**src/rtl/uart_tx_fifo_if.sv**
```systemverilog
// Byte handshake bundle between the MMIO UART write port and the UART transmitter's stream input.
// The slave modport is the FIFO, which takes the push side and presents the head byte.
interface uart_tx_fifo_if;
  logic [7:0] wr_data;
  logic       wr_en;
  logic [7:0] data;
  logic       valid;
  logic       out_ready;

  modport master (output wr_data, output wr_en, output out_ready,
                  input  data,    input  valid);
  modport slave  (input  wr_data, input  wr_en, input  out_ready,
                  output data,    output valid);
endinterface

```
**src/rtl/uart_tx_fifo.sv**
```systemverilog
// Byte FIFO feeding the UART transmitter; the head byte is visible one cycle after its push.
// Pushes into a full FIFO are dropped and latched in a sticky overflow flag, unless a pop frees a slot in the same cycle.
module uart_tx_fifo #(
  parameter int DEPTH  = 16,
  parameter int ADDR_W = 4
) (
  input  logic              clk,
  input  logic              rst,
  input  logic              clk_en,
  uart_tx_fifo_if.slave     bus,
  input  logic              i_clear_overflow,
  output logic [ADDR_W:0]   o_count,
  output logic              o_full,
  output logic              o_empty,
  output logic              o_overflow
);
  localparam logic [ADDR_W:0] FULL_CNT = (ADDR_W+1)'(DEPTH);

  logic [7:0]        mem_q [DEPTH];
  logic [ADDR_W-1:0] wr_ptr_q, wr_ptr_d;
  logic [ADDR_W-1:0] rd_ptr_q, rd_ptr_d;
  logic [ADDR_W:0]   count_q, count_d;
  logic              ovf_q, ovf_d;
  logic              pop, push_req, push, drop;

  always_comb begin
    pop      = clk_en & (count_q != '0) & bus.out_ready;
    push_req = clk_en & bus.wr_en;
    // A pop in the same cycle frees the slot, so a full FIFO still accepts.
    push     = push_req & ((count_q != FULL_CNT) | pop);
    drop     = push_req & (count_q == FULL_CNT) & ~pop;

    wr_ptr_d = push ? wr_ptr_q + ADDR_W'(1) : wr_ptr_q;
    rd_ptr_d = pop  ? rd_ptr_q + ADDR_W'(1) : rd_ptr_q;

    count_d = count_q;
    case ({push, pop})
      2'b10:   count_d = count_q + (ADDR_W+1)'(1);
      2'b01:   count_d = count_q - (ADDR_W+1)'(1);
      default: count_d = count_q;
    endcase

    ovf_d = ovf_q;
    if (drop)
      ovf_d = 1'b1;
    else if (clk_en & i_clear_overflow)
      ovf_d = 1'b0;
  end

  always_ff @(posedge clk) begin
    if (!rst) begin
      wr_ptr_q <= '0;
      rd_ptr_q <= '0;
      count_q  <= '0;
      ovf_q    <= 1'b0;
    end else begin
      wr_ptr_q <= wr_ptr_d;
      rd_ptr_q <= rd_ptr_d;
      count_q  <= count_d;
      ovf_q    <= ovf_d;
    end
  end

  // Storage is left uninitialised on reset; count alone decides what is valid.
  always_ff @(posedge clk) begin
    if (rst && push)
      mem_q[wr_ptr_q] <= bus.wr_data;
  end

  assign bus.data   = mem_q[rd_ptr_q];
  assign bus.valid  = (count_q != '0);
  assign o_count    = count_q;
  assign o_full     = (count_q == FULL_CNT);
  assign o_empty    = (count_q == '0);
  assign o_overflow = ovf_q;
endmodule

```
**src/flat_wrapper.sv**
```systemverilog
// flat-port wrapper written by rule: the top's interface ports become plain ports
module uart_tx_fifo_flat 
#(
  parameter int DEPTH  = 16,
  parameter int ADDR_W = 4
)
  (clk, rst, clk_en, i_clear_overflow, o_count, o_full, o_empty, o_overflow, bus_wr_data, bus_wr_en, bus_out_ready, bus_data, bus_valid);
  uart_tx_fifo_if bus_i ();
  input  logic clk;
  input  logic rst;
  input  logic clk_en;
  input  logic i_clear_overflow;
  output logic [ADDR_W:0] o_count;
  output logic o_full;
  output logic o_empty;
  output logic o_overflow;
  input wire logic [$bits(bus_i.wr_data)-1:0] bus_wr_data;
  input wire logic [$bits(bus_i.wr_en)-1:0] bus_wr_en;
  input wire logic [$bits(bus_i.out_ready)-1:0] bus_out_ready;
  output wire logic [$bits(bus_i.data)-1:0] bus_data;
  output wire logic [$bits(bus_i.valid)-1:0] bus_valid;
  assign bus_i.wr_data = bus_wr_data;
  assign bus_i.wr_en = bus_wr_en;
  assign bus_i.out_ready = bus_out_ready;
  assign bus_data = bus_i.data;
  assign bus_valid = bus_i.valid;
  uart_tx_fifo #(.DEPTH(DEPTH), .ADDR_W(ADDR_W)) u_core (.clk(clk), .rst(rst), .clk_en(clk_en), .bus(bus_i), .i_clear_overflow(i_clear_overflow), .o_count(o_count), .o_full(o_full), .o_empty(o_empty), .o_overflow(o_overflow));
endmodule
```
**config.mk**
```make
export PLATFORM = sky130hd
export DESIGN_NAME = uart_tx_fifo_flat
export DESIGN_NICKNAME = d
export VERILOG_FILES = /design/src/rtl/uart_tx_fifo_if.sv /design/src/rtl/uart_tx_fifo.sv /design/src/flat_wrapper.sv
export SDC_FILE = /design/constraint.sdc
export NUM_CORES = 1
export LEC_CHECK = 0
export BUFFER_PORTS_ARGS = -buffer_cell sky130_fd_sc_hd__buf_4
export CORE_UTILIZATION = 43
export CTS_CLUSTER_DIAMETER = 150
export DETAILED_ROUTE_END_ITERATION = 16
export GPL_TIMING_DRIVEN = 1
export REMOVE_ABC_BUFFERS = 1
export SETUP_SLACK_MARGIN = 0.5
export SLEW_MARGIN = 25
export SYNTH_ARGS = -nofsm -noshare
export SYNTH_HDL_FRONTEND = slang
export SYNTH_SLANG_ARGS = --single-unit
```
**constraint.sdc**
```tcl
create_clock -name clk -period 3.05 [get_ports clk]
set_clock_uncertainty 0.15 [all_clocks]
set_input_delay 0.4575 -clock clk [delete_from_list [all_inputs] [get_ports clk]]
set_output_delay 0.4575 -clock clk [all_outputs]
set_load 0.01 [all_outputs]
```
Word-level counts from Yosys, hierarchy flattened
Memories as Yosys holds them, arrays and structs flattened. A register that Yosys moved wholly into a read port is not among the register bits.
Cells that the tools add are included.

word-level totals
  register bits after elaboration = 14
  bits of input ports = 14
  output and inout port bits = 17
  memory bits (writable) = 128
  memories kept = 1
  word-level logic and storage cells = 34

operators by class
  reduce and logical (&&, ||, !) cells = 5
  muxes and demuxes = 7
  equal/unequal tests = 4
  bitwise gates (word level) = 9
  add/subtract/negate cells = 4

memory list
  name          depth  width  read ports  clocked after memory_dff  wr ports  RTL line            source
  u_core.mem_q  16     8      1           1                         1         uart_tx_fifo.sv:19  logic [7:0] mem_q [DEPTH];

operators with widths
  kind                                               number
  one-hot mux 5 bit (2 select lines)                 1
  adder 4 x 1 -> 4 bit (second input constant)       2
  2-to-1 mux 4 bit                                   2
  AND 1 bit                                          7
  adder 5 x 1 -> 5 bit (second input constant)       1
  == test 5 bit (second input constant)              1
  zero test 5 bit                                    1
  != test 5 bit (second input constant)              1
  nonzero test 5 bit                                 1
  subtractor 5 x 1 -> 5 bit (second input constant)  1
  2-to-1 mux 1 bit                                   4
  nonzero test 2 bit                                 2
  == test 2 x 1 -> 1 bit (second input constant)     1
  == test 2 bit (second input constant)              1
  logical AND 1 bit                                  1
  NOT 1 bit                                          1
  bitwise OR 1 bit                                   1

Logic depth before layout (Yosys ltp)
Gate-level depths: netlist of the first run.

  depth in word-level cells = 8
  gate-level depth with buffers = 10
  mapped depth without buffers = 9

Least setup slack after synthesis of the first run
Ideal clock, no wire load.

  path type = register to register
  from = register u_core.count_q[3], in the netlist u_core.o_count[3]
  to = register u_core.count_q[4], in the netlist u_core.o_count[4]
  period minus slack after synthesis = 2.789 ns
  setup time = 0.117 ns
  required time = 2.783 ns
  cell stages (with the launch flop) = 11
  arrival = 2.522 ns
  buffers on the path = 1
  slack = 0.261 ns
  cell sequence = dfxtp_1 or4_4 buf_6 o211ai_4 nand2b_1 inv_1 ha_1 nand2b_1 o2bb2ai_1 o41a_1 o22a_1

between the ends
  word-level cells in the longest chain between the ends = 7
  elaborated cells between the ends (all ways) = 12
  classes of those cells = add/sub (2); eq/ne (3); mux (1); bitwise (4); reduce/logical (2)

RTL lines
  element                                                                   RTL line            source
  start: declaration                                                        uart_tx_fifo.sv:22  logic [ADDR_W:0] count_q, count_d;
  start signal: assignment                                                  uart_tx_fifo.sv:59  count_q <= count_d;
  nonzero test 5 bit                                                        uart_tx_fifo.sv:27  pop = clk_en & (count_q != '0) & bus.out_ready;
  AND 1 bit (2 in a row)                                                    uart_tx_fifo.sv:27
  bitwise OR 1 bit                                                          uart_tx_fifo.sv:30  push = push_req & ((count_q != FULL_CNT) | pop);
  AND 1 bit                                                                 uart_tx_fifo.sv:30
  == test 2 x 1 -> 1 bit or == test 2 bit (tied branches)                   uart_tx_fifo.sv:37  case ({push, pop})
  one-hot mux 5 bit (2 select lines) or nonzero test 2 bit (tied branches)  -

Parallel ways exist; a longest one is shown, timed or not.
A chain may end at the register's enable or synchronous reset.

==> flow_summary.json, run 1 <==
{
  "outcome": "completed",
  "synth_edf_count": 128,
  "synth_area_leader_cell": "edfxtp_1",
  "period_share": 0.860,
  "cp_max_fo": 8,
  "gp_congestion": 0.771,
  "worst_ir_drop_vdd_v": 0.000377,
  "ys_seq_elements": 146,
  "synth_commonest_cells": "128 x edfxtp_1, 32 x mux4_2, 23 x nor2_1, 18 x dfxtp_1, 18 x nand2_1",
  "nNetsFinal": 424,
  "antenna_found_initial": 0,
  "maxUsedRoutingLayer": "met4",
  "initial_utilization": 0.446,
  "met1Wirelength_um": 5340,
  "maxSlewViolCount": 0,
  "synth.avg_cell_area_um2": 17.7,
  "grt_pass1_wl_um": 19100,
  "yosysWarnings": 0,
  "crit_chain": "buf_12, mux4_2, a22oi_2, nand2_1, buf_4",
  "fin_area_um2": 7430,
  "globalRouteOverflowTotal": 0,
  "clock_latency_ns": 0.42,
  "grt_pass1_vias": 3330,
  "cts_tree": "done",
  "max_freq_ghz": 0.381,
  "leakagePower_nw": 2.52,
  "rsz0062_at_grt": "yes",
  "wire_per_inst_um": 20.7,
  "grt_start_max_net_pins": 33,
  "ctsHoldBuffers": 0,
  "syn_area_um2": 5980,
  "worst_setup_path_end_kind": "primary output",
  "portBuffers": 30,
  "cts_htree_levels": 4,
  "fin_util": 0.554,
  "ff_latch_area_um2": 4220,
  "met2_length_um": 6320,
  "timing.final.ws_setup_ns": 0.426,
  "grt_use_total": 0.187,
  "syn_to_final_growth_pct": 24.3,
  "fin_crit_ns": 2.62,
  "netlist_instances": 338,
  "slowest_delay_ns": 0.52,
  "top_level_ports": 31,
  "worstSetupPathType": "register to primary output",
  "placementRows": 42,
  "yosysTopAreaCellShare": 0.643,
  "wl_met3_um": 435,
  "place_ws_ns": 0.285,
  "critPathLaunchType": "register",
  "antenna_cells": 0,
  "cts_buffers": 17,
  "vias": 3203,
  "multi_input_area_um2": 1770,
  "setup_viol": 0,
  "drv_cap": 0,
  "crit_slowest_cell": "mux4_2",
  "drive_above_1_share": 0.377,
  "max_slew.worst_pin.slew_ns": 0.965,
  "ys_top_cells_by_area": "edfxtp_1 64%, mux4_2 12%, dfxtp_1 6.0%",
  "path_clk_slew_ns": 0.06,
  "slew_headroom": 0.354,
  "dp_hpwl_um": 7310,
  "cts_root_buffer": "clkbuf_16",
  "hold_path.class": "primary input to register",
  "ant_nets": 0,
  "synth_seq_area_share": 0.704,
  "fillers": 1053,
  "clockBufferDepth": 2,
  "die_area_um2": 14400,
  "arrival_ns": 2.02,
  "dpl.cell_count": 548,
  "placed_area_um2": 6540,
  "worstPathRequired_ns": 2.44,
  "wl_um": 12200,
  "fin_cells": 590,
  "dieHeight_um": 120,
  "cts_sinks": 146,
  "drt_iter0_drc": 265,
  "dr.pass1.iters": 5,
  "hold_viol_final": 0,
  "die_w_um": 120,
  "yosysMostFrequentCell": "edfxtp_1",
  "synthArstFlopShare": 0,
  "drc": 0,
  "viasPerCell": 5.43,
  "tns_ns": 0,
  "synth-main-ff-cell": "edfxtp_1",
  "power_density_nw_per_um2": 659,
  "synth_cell_types": 50,
  "coreArea_um2": 13400
}
## metal layers
layer / track usage / vias to the layer above
met2: 0.309 / 63
li1: - / 1478
met5: 0 / -
met3: 0.0513 / 11
met4: 0.0531 / 0
met1: 0.243 / 1651
## state kept, by name, indices dropped and copies added (netlist names), named ones only
register	flops
u_core.mem_q	128
u_core.o_count	5
u_core.o_overflow	1
u_core.rd_ptr_q	4
u_core.wr_ptr_q	4
## critical path, delay by kind of cell, from the launching register on
kind | cells | cell delay (ns)
flops | 1 | 0.44
buf+inv | 2 | 0.32
compound gates | 1 | 0.21
mux | 1 | 0.52
simple gates | 1 | 0.09
## layout by cell type (no fill, tap or decap), types with 2 or more instances in the layout
master     instances
and2_1             2
edfxtp_1         128
nand2b_4           2
inv_1              8
o21ai_1            2
nor2_1            23
a22oi_2           11
xnor2_1            2
clkinv_1           4
a211oi_2           2
o21ai_0            3
mux2i_1            5
ha_1               7
nand3b_1           3
clkinv_2           4
nor3_1             2
bufinv_16          5
or3_1              2
nand2b_1           2
dfxtp_4            3
clkbuf_16         18
nand2_1           16
buf_6              6
nor2b_1            4
nor4_2             5
nand3_1            6
buf_12             2
buf_16             2
nand2_2            2
a22oi_1            5
a21oi_1            6
buf_4             50
dfxtp_1           14
mux4_2            32
## logic make-up after synthesis
| family | synth area share |
|---|---|
| DFF | 0.704 |
| and+or+nand+nor | 0.0624 |
| AOI/OAI and AO/OA | 0.0599 |
| muxes | 0.129 |
| buffers and inverters | 0.0207 |
| adders and majority gates | 0.0201 |
| xor gates and xnor gates | 0.00440 |
## stage by stage
step           power (mW)  hold slack (ns)
6_report             4.90            0.196
5_1_grt              5.06            0.199
4_1_cts              4.90            0.191
3_5_place_dp         2.66            0.340
3_3_place_gp         2.66            0.331
2_1_floorplan        2.50            0.315
## worst paths after layout
| path | end | start | slack [ns] | cells past startpoint |
|---|---|---|---|---|
| worst min-delay path | u_core.mem_q[10][1] | bus_wr_data[1] | 0.20 | 1 |
| worst min register to register | u_core.o_overflow | u_core.o_overflow | 0.36 | 2 |
| worst max register to register | u_core.o_count[4] | u_core.o_count[0] | 0.54 | 9 |
| worst max-delay path | bus_data[7] | register | 0.43 | 5 |
## power breakdown
group	leakage (nW)	switching [mW]	internal (mW)
clock network	0.303	0.767	1.43
logic	0.915	0.230	0.250
registers	1.30	0.0283	2.19
total	2.52	1.03	3.87
## what timing repair did
item	CTS	global route
pin swaps	6	16
setup endpoints to repair	10	10
resized for setup	16	18
buffers inserted	4	3
cloned	2	1
hold endpoints to repair	0	0
## layout make-up
class,instances,area share
Sequential cell,146,0.568
Multi-Input combinational cell,166,0.238
Timing Repair Buffer,61,0.0758
Clock buffer,18,0.0578
Tap cell,176,0.0296
Clock inverter,14,0.0259
Inverter,9,0.00488
No activity file was read; power rests on OpenSTA's default activity.
==> run 2: changes to the inputs <==
--- a/config.mk
+++ b/config.mk
@@ -5,6 +5,7 @@
 export SDC_FILE = /design/constraint.sdc
 export NUM_CORES = 1
 export LEC_CHECK = 0
+export ABC_AREA = 1
 export BUFFER_PORTS_ARGS = -buffer_cell sky130_fd_sc_hd__buf_4
 export CORE_UTILIZATION = 43
 export CTS_CLUSTER_DIAMETER = 150
==> flow_summary.json, run 2 <==
{
  "outcome": "completed",
  "drv_cap": 0,
  "slowest_delay_ns": 0.51,
  "antenna_found_initial": 0,
  "setup_viol": 0,
  "path_clk_slew_ns": 0.06,
  "fin_hold_ws_ns": 0.163,
  "max_slew.worst_pin.slew_ns": 0.718,
  "die_w_um": 122,
  "clock_power_share": 0.440,
  "drive_above_1_share": 0.143,
  "fin_area_um2": 7350,
  "vias": 4014,
  "placed_area_um2": 6670,
  "cts_sinks": 146,
  "ys_top_cells_by_area": "edfxtp_1 62%, dfxtp_1 5.8%, inv_1 5.4%",
  "worstHoldStart": "i_clear_overflow",
  "largest_register_ffs": 128,
  "power_density_nw_per_um2": 677,
  "period_share": 0.807,
  "layout_commonest_cell": "edfxtp_1",
  "ant_nets": 0,
  "maxSlewViolCount": 0,
  "globalRouteOverflowTotal": 0,
  "crit_slowest_cell": "dfxtp_4",
  "worstPathRequired_ns": 2.44,
  "worst_ir_drop_vdd_v": 0.000381,
  "fin_util": 0.525,
  "layout_common_cells": "128 x edfxtp_1, 89 x inv_1, 61 x nand2_1",
  "rsz0062_at_grt": "no",
  "hold_path.class": "primary input to register",
  "drc": 0,
  "synth_cell_types": 27,
  "ctsHoldBuffers": 0,
  "top_level_ports": 31,
  "cts_root_buffer": "clkbuf_16",
  "synth_edf_count": 128,
  "hold_viol_final": 0,
  "yosysTopAreaCellShare": 0.617,
  "syn_to_final_growth_pct": 17.9,
  "yosysMostFrequentCell": "edfxtp_1",
  "intPower_mw": 3.85,
  "worstSetupPathType": "register to primary output",
  "switching_share": 0.227,
  "cp_max_fo": 35,
  "coreArea_um2": 14000,
  "whs_path_depth": 4,
  "cts_htree_levels": 4,
  "synth_area_leader_cell": "edfxtp_1",
  "slew_headroom": 0.520,
  "critPathLaunchType": "register",
  "drt_iter0_drc": 290,
  "dr.pass1.iters": 5,
  "grt_pass1_wl_um": 20700,
  "clock_latency_ns": 0.41,
  "use_met1": 0.250,
  "crit_chain": "buf_12, nand2_1, o211ai_1, nand3_1, nand3_1, nand2_1, buf_4",
  "pwr-share-seq": 0.451,
  "die_area_um2": 15000,
  "initial_utilization": 0.446,
  "synth_commonest_cells": "128 x edfxtp_1, 89 x inv_1, 61 x nand2_1, 54 x nand3_1, 42 x a21oi_1",
  "clockBufferDepth": 2,
  "synth_seq_area_share": 0.674,
  "tns_ns": 0,
  "dieHeight_um": 122,
  "wire_per_inst_um": 17.2,
  "pwr-share-comb": 0.109,
  "dp_hpwl_um": 8240,
  "viasPerCell": 5.14,
  "portBuffers": 30,
  "synth.avg_cell_area_um2": 11.4,
  "use_met3": 0.0344,
  "cts_tree": "done",
  "synthArstFlopShare": 0,
  "antenna_cells": 0,
  "largest-register": "u_core.mem_q",
  "p_switching_mw": 1.13,
  "arrival_ns": 1.85,
  "max_freq_ghz": 0.406,
  "grt.busiest_layer": "met2",
  "placementRows": 43,
  "fin_crit_ns": 2.46,
  "r2r_start": "u_core.o_count[1]",
  "synth-main-ff-cell": "edfxtp_1",
  "grt_start_max_net_pins": 53,
  "gp_congestion": 0.833,
  "grt_use_total": 0.192,
  "netlist_instances": 549,
  "worstRegToRegCells": 6,
  "leakagePower_nw": 2.77,
  "place_ws_ns": 0.730,
  "grt_pass1_vias": 3926,
  "worst_setup_path_end_kind": "primary output",
  "dpl.cell_count": 745,
  "yosysWarnings": 0,
  "wl_um": 13400,
  "fin_cells": 781,
  "ys_seq_elements": 146,
  "cts_buffers": 17,
  "grt.met2_usage": 0.303,
  "nNetsFinal": 611,
  "timing.final.ws_setup_ns": 0.588,
  "syn_area_um2": 6230,
  "p_total_mw": 4.98
}
-- run 2: worst paths after layout --
check / to / slack (ns)
worst min-delay path: u_core.o_overflow / 0.16
worst min register to register: u_core.o_overflow / 0.32
worst max-delay path: bus_data[4] / 0.59
worst max register to register: u_core.mem_q[8][3] / 0.89
-- run 2: worst max-delay path, delay by kind of cell (launching register included) --
family                 cells  cell delay, ns
AOI/OAI and AO/OA          1            0.10
buffers and inverters      2            0.37
DFF                        1            0.51
and+or+nand+nor            4            0.46
-- run 2: area by class of cell --
| type | instances | area [um^2] |
|---|---|---|
| Tap cell | 180 | 225 |
| Clock inverter | 14 | 193 |
| Sequential cell | 146 | 4210 |
| Timing Repair Buffer | 46 | 410 |
| Fill cell | 1210 | 6640 |
| Clock buffer | 18 | 429 |
| Multi-Input combinational cell | 286 | 1540 |
| Inverter | 91 | 342 |
-- run 2: power groups by stage --
stage / Sequential [mW] / Combinational (mW) / Clock (mW)
6_report: 2.24 / 0.544 / 2.19
4_1_cts: 2.25 / 0.528 / 2.22
3_3_place_gp: 2.30 / 0.496 / 0
5_1_grt: 2.25 / 0.607 / 2.27
2_1_floorplan: 2.32 / 0.258 / 0
3_5_place_dp: 2.30 / 0.503 / 0
-- run 2: cell families (layout without fill, tap and decap cells) --
kind of cell / count (synthesis) / in the layout / share of synthesized area
adders and majority gates: 9 / 9 / 0.0193
buffers and inverters: 117 / 169 / 0.0787
and+or+nand+nor: 156 / 156 / 0.114
DFF: 146 / 146 / 0.674
xor gates and xnor gates: 3 / 3 / 0.00422
AOI/OAI and AO/OA: 118 / 118 / 0.110
-- run 2: metal layers --
metal,part of all wire,wire length (um),up-vias
met4,0.037,493,0
met2,0.46,6220,106
met5,0,0,-
met1,0.46,6160,1896
met3,0.039,526,29
li1,-,-,1983
-- run 2: repair_timing --
action / CTS / global route
resized for setup: 1 / 0
pin swaps: 0 / 0
gates cloned: 0 / 1
buffers inserted: 2 / 1
setup endpoints to repair: 8 / 8
==> run 3: changes to the inputs <==
==> constraint.sdc (replaced) <==
create_clock -name clk -period 2.1 [get_ports clk]
set_clock_uncertainty 0.15 [all_clocks]
set_input_delay 0.315 -clock clk [delete_from_list [all_inputs] [get_ports clk]]
set_output_delay 0.315 -clock clk [all_outputs]
set_load 0.01 [all_outputs]
==> flow_summary.json, run 3 (synthesis gave the netlist of run 2 again) <==
{
  "nNetsFinal": 655,
  "drive_above_1_share": 0.285,
  "dp_hpwl_um": 8430,
  "place_ws_ns": -0.0266,
  "fin_util": 0.597,
  "placed_area_um2": 6820,
  "layout_common_cells": "128 x edfxtp_1, 84 x inv_1, 54 x nand2_1",
  "clock_latency_ns": 0.42,
  "maxSlewViolCount": 0,
  "pwr-share-seq": 0.427,
  "hold_viol_final": 0,
  "cts_sinks": 146,
  "grt_pass1_vias": 4247,
  "switching_share": 0.239,
  "drt_iter0_drc": 290,
  "use_met1": 0.257,
  "initial_utilization": 0.446,
  "wl_um": 15400,
  "drc": 0,
  "clock_power_share": 0.406,
  "cp_max_fo": 14,
  "grt_start_max_net_pins": 65,
  "worst_setup_path_end_kind": "primary output",
  "antenna_cells": 0,
  "vias": 4355,
  "power_density_nw_per_um2": 908,
  "timing.final.ws_setup_ns": -0.0898,
  "worst_ir_drop_vdd_v": 0.000625,
  "max_freq_ghz": 0.457,
  "cts_root_buffer": "clkbuf_16",
  "max_slew.worst_pin.slew_ns": 0.443,
  "slew_headroom": 0.704,
  "layout_commonest_cell": "edfxtp_1",
  "period_share": 1.04,
  "coreArea_um2": 14000,
  "viasPerCell": 5.28,
  "grt.met2_usage": 0.348,
  "portBuffers": 30,
  "pwr-share-comb": 0.166,
  "path_clk_slew_ns": 0.06,
  "grt_pass1_wl_um": 22500,
  "ant_nets": 0,
  "fin_crit_ns": 2.19,
  "cts_htree_levels": 4,
  "fin_area_um2": 8350,
  "cts_buffers": 17,
  "fin_hold_ws_ns": 0.0371,
  "worstPathRequired_ns": 1.63,
  "p_switching_mw": 1.81,
  "drv_cap": 0,
  "rsz0062_at_grt": "yes",
  "p_total_mw": 7.58,
  "leakagePower_nw": 3.19,
  "placementRows": 43,
  "worstSetupPathType": "register to primary output",
  "largest-register": "u_core.mem_q",
  "outcome": "finished, violations left",
  "setup_viol": 8,
  "grt_use_total": 0.207,
  "wire_per_inst_um": 18.7,
  "use_met3": 0.0493,
  "antenna_found_initial": 0,
  "intPower_mw": 5.77,
  "die_w_um": 122,
  "arrival_ns": 1.72,
  "dieHeight_um": 122,
  "top_level_ports": 31,
  "grt.busiest_layer": "met2",
  "globalRouteOverflowTotal": 0,
  "largest_register_ffs": 128,
  "dr.pass1.iters": 7,
  "hold_path.class": "primary input to register",
  "critPathLaunchType": "register",
  "violations": "negative setup slack",
  "syn_to_final_growth_pct": 34.0,
  "gp_congestion": 0.782,
  "die_area_um2": 15000,
  "clockBufferDepth": 2,
  "cts_tree": "done"
}
## run 3: path summary, 6_finish.rpt
path,startpoint,to,slack [ns],cells past startpoint
setup / recovery,register,bus_data[1],-0.09,7
hold / removal,i_clear_overflow,u_core.o_overflow,0.04,4
setup reg to reg,u_core.o_count[0],u_core.o_count[4],0.22,11
hold reg to reg,u_core.o_overflow,u_core.o_overflow,0.33,2
## run 3: cell type report
cell class / count / area, um^2
clock buffers: 20 / 437
clock inverters: 12 / 164
fillers: 1150 / 5640
inverters: 91 / 352
multi-input cells: 286 / 1890
flip-flops and latches: 146 / 4230
well taps: 180 / 225
repair buffers: 90 / 1060
## run 3: what timing repair did
| action | 4_1_cts | 5_1_grt |
|---|---|---|
| buffers inserted | 17 | 7 |
| setup endpoints to repair | 143 | 150 |
| hold buffers | 0 | 0 |
| cloned | 0 | 7 |
| gates resized for setup | 122 | 40 |
| pin swaps | 42 | 39 |
## run 3: worst max-delay path, cell delays in order, from the launching register on
cell       delay (ns)
dfxtp_4          0.37
buf_8            0.16
clkbuf_16        0.17
o211ai_1         0.19
nand3_1          0.10
nand3_1          0.11
nand2_2          0.07
buf_6            0.12
## run 3: through the flow
stage	cells	setup TNS, ns
global route	825	-1.25
finish	825	-0.587
floorplan	523	-9.09
CTS	811	-0.584
detailed placement	762	-0.0266
global placement	762	0
## run 3: power by group through the flow
stage | Clock [mW] | Sequential, mW | Combinational (mW)
floorplan | 0 | 3.37 | 0.375
global placement | 0 | 3.30 | 0.770
CTS | 3.12 | 3.24 | 1.05
finish | 3.08 | 3.24 | 1.26
detailed placement | 0 | 3.31 | 0.787
global route | 3.23 | 3.24 | 1.37
## run 3: metal layers
metal	wire, um	share of wire
met3	729	0.047
met1	6540	0.42
met5	0	0
met4	214	0.014
met2	7920	0.51
